### src/rtl/addsub_pkg.sv
// Shared constants for the add/subtract accumulator: command codes and FSM states.
package addsub_pkg;

    // Command codes carried on the op input.
    localparam logic [1:0] OP_ADD   = 2'b00;
    localparam logic [1:0] OP_SUB   = 2'b01;
    localparam logic [1:0] OP_LOAD  = 2'b10;
    localparam logic [1:0] OP_CLEAR = 2'b11;

    // Accumulator control states.
    typedef enum logic [1:0] {
        ST_IDLE = 2'b00,
        ST_EXEC = 2'b01,
        ST_HOLD = 2'b10
    } state_t;

endpackage

### src/rtl/addersubtractor.sv
// Ripple-style adder/subtractor: S = A + (B ^ {M}) + M, carry is the bit-WIDTH carry-out.
module addersubtractor #(
    parameter int WIDTH = 4
) (
    input  logic             M,
    input  logic [WIDTH-1:0] A,
    input  logic [WIDTH-1:0] B,
    output logic [WIDTH-1:0] S,
    output logic             carry
);

    logic [WIDTH:0] sum_w;

    // Subtraction is addition of the inverted operand plus one through the carry-in.
    assign sum_w = {1'b0, A} + {1'b0, B ^ {WIDTH{M}}} + {{WIDTH{1'b0}}, M};
    assign S     = sum_w[WIDTH-1:0];
    assign carry = sum_w[WIDTH];

endmodule

### src/rtl/addsub_accumulator.sv
// Command-driven accumulator: accepts one command in IDLE, computes in EXEC,
// presents the result in HOLD until downstream takes it.
//
// Handshake: a command transfers on a rising edge where in_valid && in_ready;
// a result transfers on a rising edge where out_valid && out_ready. in_ready is
// high only in IDLE and out_valid only in HOLD, so at most one command is in flight.
module addsub_accumulator
    import addsub_pkg::*;
#(
    parameter int WIDTH = 4
) (
    input  logic             clk,
    input  logic             rst,
    input  logic             in_valid,
    output logic             in_ready,
    input  logic [1:0]       op,
    input  logic [WIDTH-1:0] B,
    output logic             out_valid,
    input  logic             out_ready,
    output logic [WIDTH-1:0] S,
    output logic             carry,
    output logic             zero,
    output logic             overflow,
    output logic [1:0]       dbg_state_o
);

    localparam int MSB = WIDTH - 1;

    state_t           state_q, state_d;
    logic [1:0]       op_q, op_d;
    logic [WIDTH-1:0] b_q, b_d;
    logic [WIDTH-1:0] acc_q, acc_d;
    logic             carry_q, carry_d;
    logic             ovf_q, ovf_d;
    logic             zero_q, zero_d;

    logic             m_w;
    logic [WIDTH-1:0] beff_w;
    logic [WIDTH-1:0] sum_w;
    logic             cout_w;

    // SUB selects the inverting path of the shared adder.
    assign m_w    = (op_q == OP_SUB);
    assign beff_w = b_q ^ {WIDTH{m_w}};

    addersubtractor #(.WIDTH(WIDTH)) u_addsub (
        .M     (m_w),
        .A     (acc_q),
        .B     (b_q),
        .S     (sum_w),
        .carry (cout_w)
    );

    // Next-state, datapath updates and handshake outputs.
    always_comb begin
        state_d   = state_q;
        op_d      = op_q;
        b_d       = b_q;
        acc_d     = acc_q;
        carry_d   = carry_q;
        ovf_d     = ovf_q;
        zero_d    = zero_q;
        in_ready  = 1'b0;
        out_valid = 1'b0;
        case (state_q)
            ST_IDLE: begin
                in_ready = 1'b1;
                if (in_valid) begin
                    op_d    = op;
                    b_d     = B;
                    state_d = ST_EXEC;
                end
            end
            ST_EXEC: begin
                case (op_q)
                    OP_ADD, OP_SUB: begin
                        acc_d   = sum_w;
                        carry_d = cout_w;
                        ovf_d   = (acc_q[MSB] ~^ beff_w[MSB]) & (acc_q[MSB] ^ sum_w[MSB]);
                    end
                    OP_LOAD: begin
                        acc_d   = b_q;
                        carry_d = 1'b0;
                        ovf_d   = 1'b0;
                    end
                    OP_CLEAR: begin
                        acc_d   = '0;
                        carry_d = 1'b0;
                        ovf_d   = 1'b0;
                    end
                endcase
                zero_d  = (acc_d == '0);
                state_d = ST_HOLD;
            end
            ST_HOLD: begin
                out_valid = 1'b1;
                if (out_ready) begin
                    state_d = ST_IDLE;
                end
            end
            default: state_d = ST_IDLE;
        endcase
    end

    // State and datapath registers; reset drops any command in flight.
    always_ff @(posedge clk) begin
        if (rst) begin
            state_q <= ST_IDLE;
            op_q    <= OP_ADD;
            b_q     <= '0;
            acc_q   <= '0;
            carry_q <= 1'b0;
            ovf_q   <= 1'b0;
            zero_q  <= 1'b1;
        end else begin
            state_q <= state_d;
            op_q    <= op_d;
            b_q     <= b_d;
            acc_q   <= acc_d;
            carry_q <= carry_d;
            ovf_q   <= ovf_d;
            zero_q  <= zero_d;
        end
    end

    assign S           = acc_q;
    assign carry       = carry_q;
    assign overflow    = ovf_q;
    assign zero        = zero_q;
    assign dbg_state_o = state_q;

endmodule

### config.mk
export PLATFORM = sky130hd
export DESIGN_NAME = addsub_accumulator
export DESIGN_NICKNAME = d
export VERILOG_FILES = /design/src/rtl/addsub_pkg.sv /design/src/rtl/addersubtractor.sv /design/src/rtl/addsub_accumulator.sv
export SDC_FILE = /design/constraint.sdc
export NUM_CORES = 1
export LEC_CHECK = 0
export ABC_AREA = 1
export BUFFER_PORTS_ARGS = -buffer_cell sky130_fd_sc_hd__clkbuf_2
export CORE_ASPECT_RATIO = 1.25
export CORE_MARGIN = 2
export CORE_UTILIZATION = 30
export CTS_CLUSTER_DIAMETER = 40
export DETAILED_ROUTE_END_ITERATION = 16
export MAX_ROUTING_LAYER = met4
export PLACE_DENSITY = 0.59
export SLEW_MARGIN = 40
export SYNTH_ARGS = -nofsm -noshare
export SYNTH_HDL_FRONTEND = slang
export SYNTH_SLANG_ARGS = --single-unit
### constraint.sdc
create_clock -name clk -period 1.9 [get_ports clk]
set_input_delay 0.19 -clock clk [delete_from_list [all_inputs] [get_ports clk]]
set_output_delay 0.19 -clock clk [all_outputs]
set_load 0.02 [all_outputs]
==> run_results.csv <==
group,metric,value,unit
min_path,min_from,"B[1]",
synth,syn_nets,132,
floorplan,fp.dieH,65.2,um
synth,netlist_area,900,sq um
synth,synth_area_leaders,"dfxtp_1 (33%), inv_1 (7.5%), a21oi_1 (5.6%)",
synth,yosysWarnings,0,
power_and_ir_drop,switching_share,0.369,
cts,post_cts_resized,0,
worst_setup_path,start_kind,"flip-flop",
sta,maxSlewViolCount,0,
synth,synth_top_family_by_area,"simple AND/OR/NAND/NOR gates",
routing,drt-total-wl,1.87,mm
sta,finalHoldViolations,0,
min_path,hold_end,"b_q[1]$_SDFFE_PP0P_",
sta,fin_skew,2.01,ps
synth,synth_xor_area_frac,0.0389,
cells_and_area,n_fill_cell,318,
worst_setup_path,setup.worst_path.end_class,"flip-flop",
placed_design,postPlaceCellArea,1030,sq um
synth,netlist.area_leader.share,0.334,
power_and_ir_drop,cellPowerDensity,772,nW/um^2
worst_setup_path,path_class,"flip-flop to flip-flop",
routing,first_iter_violations,27,
power_and_ir_drop,seq_power_share,0.440,
sta,rsz0062_at_grt,"no",
cts,cts_root_buf,"clkbuf_4",
floorplan,die_w,53.0,um
min_path,holdPathStages,3,
worst_setup_path,rr_startpoint,"op_q[1]$_SDFFE_PP0P_",
synth,yosysMostFrequentCell,"inv_1",
cts,cts_tree,"done",
global_routing,grt_usage,0.127,
routing,vias_per_cell,4.65,
placed_design,place_inst,170,
sta,period_needed,1730,ps
synth,synthDistinctLibCells,27,
cts,htree_levels,1,
cts,cts_setup_buffers,0,
sta,relSlewSlack,0.756,
worst_setup_path,arrival,1920,ps
floorplan,num_rows,22,
cells_and_area,fin_nets,154,
sta,worst_pin_slew,366,ps
worst_setup_path,worstPathRequired,2090,ps
cells_and_area,syn_to_final_growth,19.2,%
synth,synthAdderAreaFrac,0.0779,
synth,synth_flop_cell,"dfxtp_1",
synth,yosys.area.top_type,"dfxtp_1",
routing,drc,0,
synth,ys_ff_latch,15,
sta,setup_violations,0,
placed_design,hpwl,1.53,mm
power_and_ir_drop,p_clk_frac,0.227,
min_path,hp-class,"primary input to flip-flop",
worst_setup_path,critical_path.max_fanout,5,
cells_and_area,diodes,0,
power_and_ir_drop,p_sw,306,uW
synth,synthArstFlopShare,0,
power_and_ir_drop,comb_power_share,0.333,
sta,period_share,0.910,
global_routing,grt_pass1_vias,794,
power_and_ir_drop,p_leak,0.000537,uW
cells_and_area,multiInputGateArea,499,sq um
cts,path_clk_slew,90,ps
global_routing,overflow,0,
floorplan,core_area,2890,sq um
synth,synth_mux_area_frac,0,
synth,avgSynthCellArea,7.69,sq um
worst_setup_path,r2r_cells,10,
cells_and_area,drive_gt1_frac,0.326,
cells_and_area,fin_util,0.371,
cells_and_area,ff_latch_area,303,sq um
sta,setup_slack,171,ps
global_routing,antenna_found_initial,0,
synth,synth_edf_count,0,
cts,ctsHoldBuffers,0,
synth,synth_compound_area_frac,0.172,
cts,cts_sinks,15,
synth,yosys.area_share.simple,0.249,
synth,syn_inst,117,
synth,ys_seq_area_frac,0.334,
routing,num_vias,809,
floorplan,initial_core_util,0.311,
cts,numCtsBuffers,3,
placed_design,place.gp.congestion,0.803,
floorplan,io_pins,21,
placed_design,dp_slack,49.4,ps
power_and_ir_drop,intPower,522,uW
routing,wl_per_cell,10.8,um
worst_setup_path,r2r-end,"zero$_SDFFE_PP1N_",
power_and_ir_drop,max-vdd-ir-drop,0.367,mV
cts,max-clock-path-buffers,2,
floorplan,die_area,3460,sq um
sta,timing.fmax,578,MHz
cells_and_area,fin_cells,174,
worst_setup_path,r2r_slack,170,ps
synth,ys_top_cells_by_count,"inv_1 (18), dfxtp_1 (15), nand2_1 (12)",
placed_design,io_buffers,20,
flow_run,maxCapViolCount,0,
routing,first_pass_iters,4,
cells_and_area,postLayoutCellArea,1070,sq um
cts,worstSkewPairLatency,290,ps
global_routing,grt_pass1_wl,3.20,mm
outcome,status,"complete, no violations",
routing,ant_nets,0,
global_routing,grt_max_degree,13,
sta,final.setup.tns,0,ps
==> stage by stage <==
step	total power [uW]	hold slack (ps)
floorplan	582	339
global placement	639	427
detailed placement	643	434
CTS	831	131
global route	886	184
finish	828	129
==> cells by family after synthesis <==
| kind of cell | after synthesis |
|---|---|
| AOI/OAI and AO/OA | 26 |
| xor gates and xnor gates | 4 |
| adders and majority gates | 5 |
| buffers and inverters | 26 |
| DFF | 15 |
| and+or+nand+nor | 41 |
==> cells in the final DEF (no fill, tap or decap), types with 2 or more instances in the layout <==
master / netlist / routed
a21oi_1: 10 / 10
a21oi_2: 2 / 2
clkbuf_2: 0 / 20
clkbuf_4: 0 / 3
dfxtp_1: 15 / 13
dfxtp_2: 0 / 2
ha_1: 4 / 4
inv_1: 18 / 18
inv_2: 3 / 3
nand2_1: 12 / 12
nand2_2: 3 / 3
nand3_1: 9 / 9
nand3_2: 2 / 2
nor2_1: 11 / 11
o21ai_0: 6 / 6
o21ai_1: 5 / 5
xnor2_1: 2 / 2
xor2_2: 0 / 2
==> registers in the layout, indices dropped and copies added (netlist names) <==
signal,flops
S,4
b_q,4
dbg_state_o,2
op_q,2
carry,1
overflow,1
zero,1
==> per-layer routing <==
metal  vias up  part of all wire  track usage
li1        412                 -            -
met5         -                 0            -
met1       367              0.38        0.129
met4         0             0.023       0.0609
met3         7             0.042       0.0159
met2        23              0.55        0.234
==> worst max-delay path: stages (launching register included) <==
cell and delay [ps]:
dfxtp_2 390, inv_8 60, nand2_8 80, xor2_2 190
fa_1 450, o21ai_2 170, inv_2 40, nand3_1 90
nor2_1 50, nand3_1 70, nand2_1 50
==> worst max-delay path by stage <==
| stage | end | slack [ps] | cells after the start | start |
|---|---|---|---|---|
| final | zero$_SDFFE_PP1N_ | 170 | 10 | op_q[1]$_SDFFE_PP0P_ |
| after global routing | zero$_SDFFE_PP1N_ | 20 | 10 | op_q[1]$_SDFFE_PP0P_ |
| after CTS | zero$_SDFFE_PP1N_ | 30 | 10 | op_q[1]$_SDFFE_PP0P_ |
| after detailed placement | zero$_SDFFE_PP1N_ | 50 | 10 | op_q[1]$_SDFFE_PP0P_ |
| after global placement | zero$_SDFFE_PP1N_ | 80 | 10 | op_q[1]$_SDFFE_PP0P_ |
| after floorplan | zero$_SDFFE_PP1N_ | 190 | 11 | op_q[1]$_SDFFE_PP0P_ |
==> area by class of cell <==
class	instances	share of cell area
clock buffer	3	0.0210
clock inverter	1	0.00467
inverter	22	0.0840
multi-input combinational	76	0.466
sequential	15	0.282
tap	36	0.0420
timing repair buffer	21	0.100
==> power by group through the flow <==
| stage | logic, uW | registers, uW | clock network (uW) |
|---|---|---|---|
| floorplan | 203 | 379 | 0 |
| global placement | 269 | 369 | 0 |
| detailed placement | 272 | 371 | 0 |
| CTS | 274 | 363 | 194 |
| global route | 311 | 368 | 207 |
| finish | 276 | 364 | 188 |
Power figures use the tool's default switching activity.
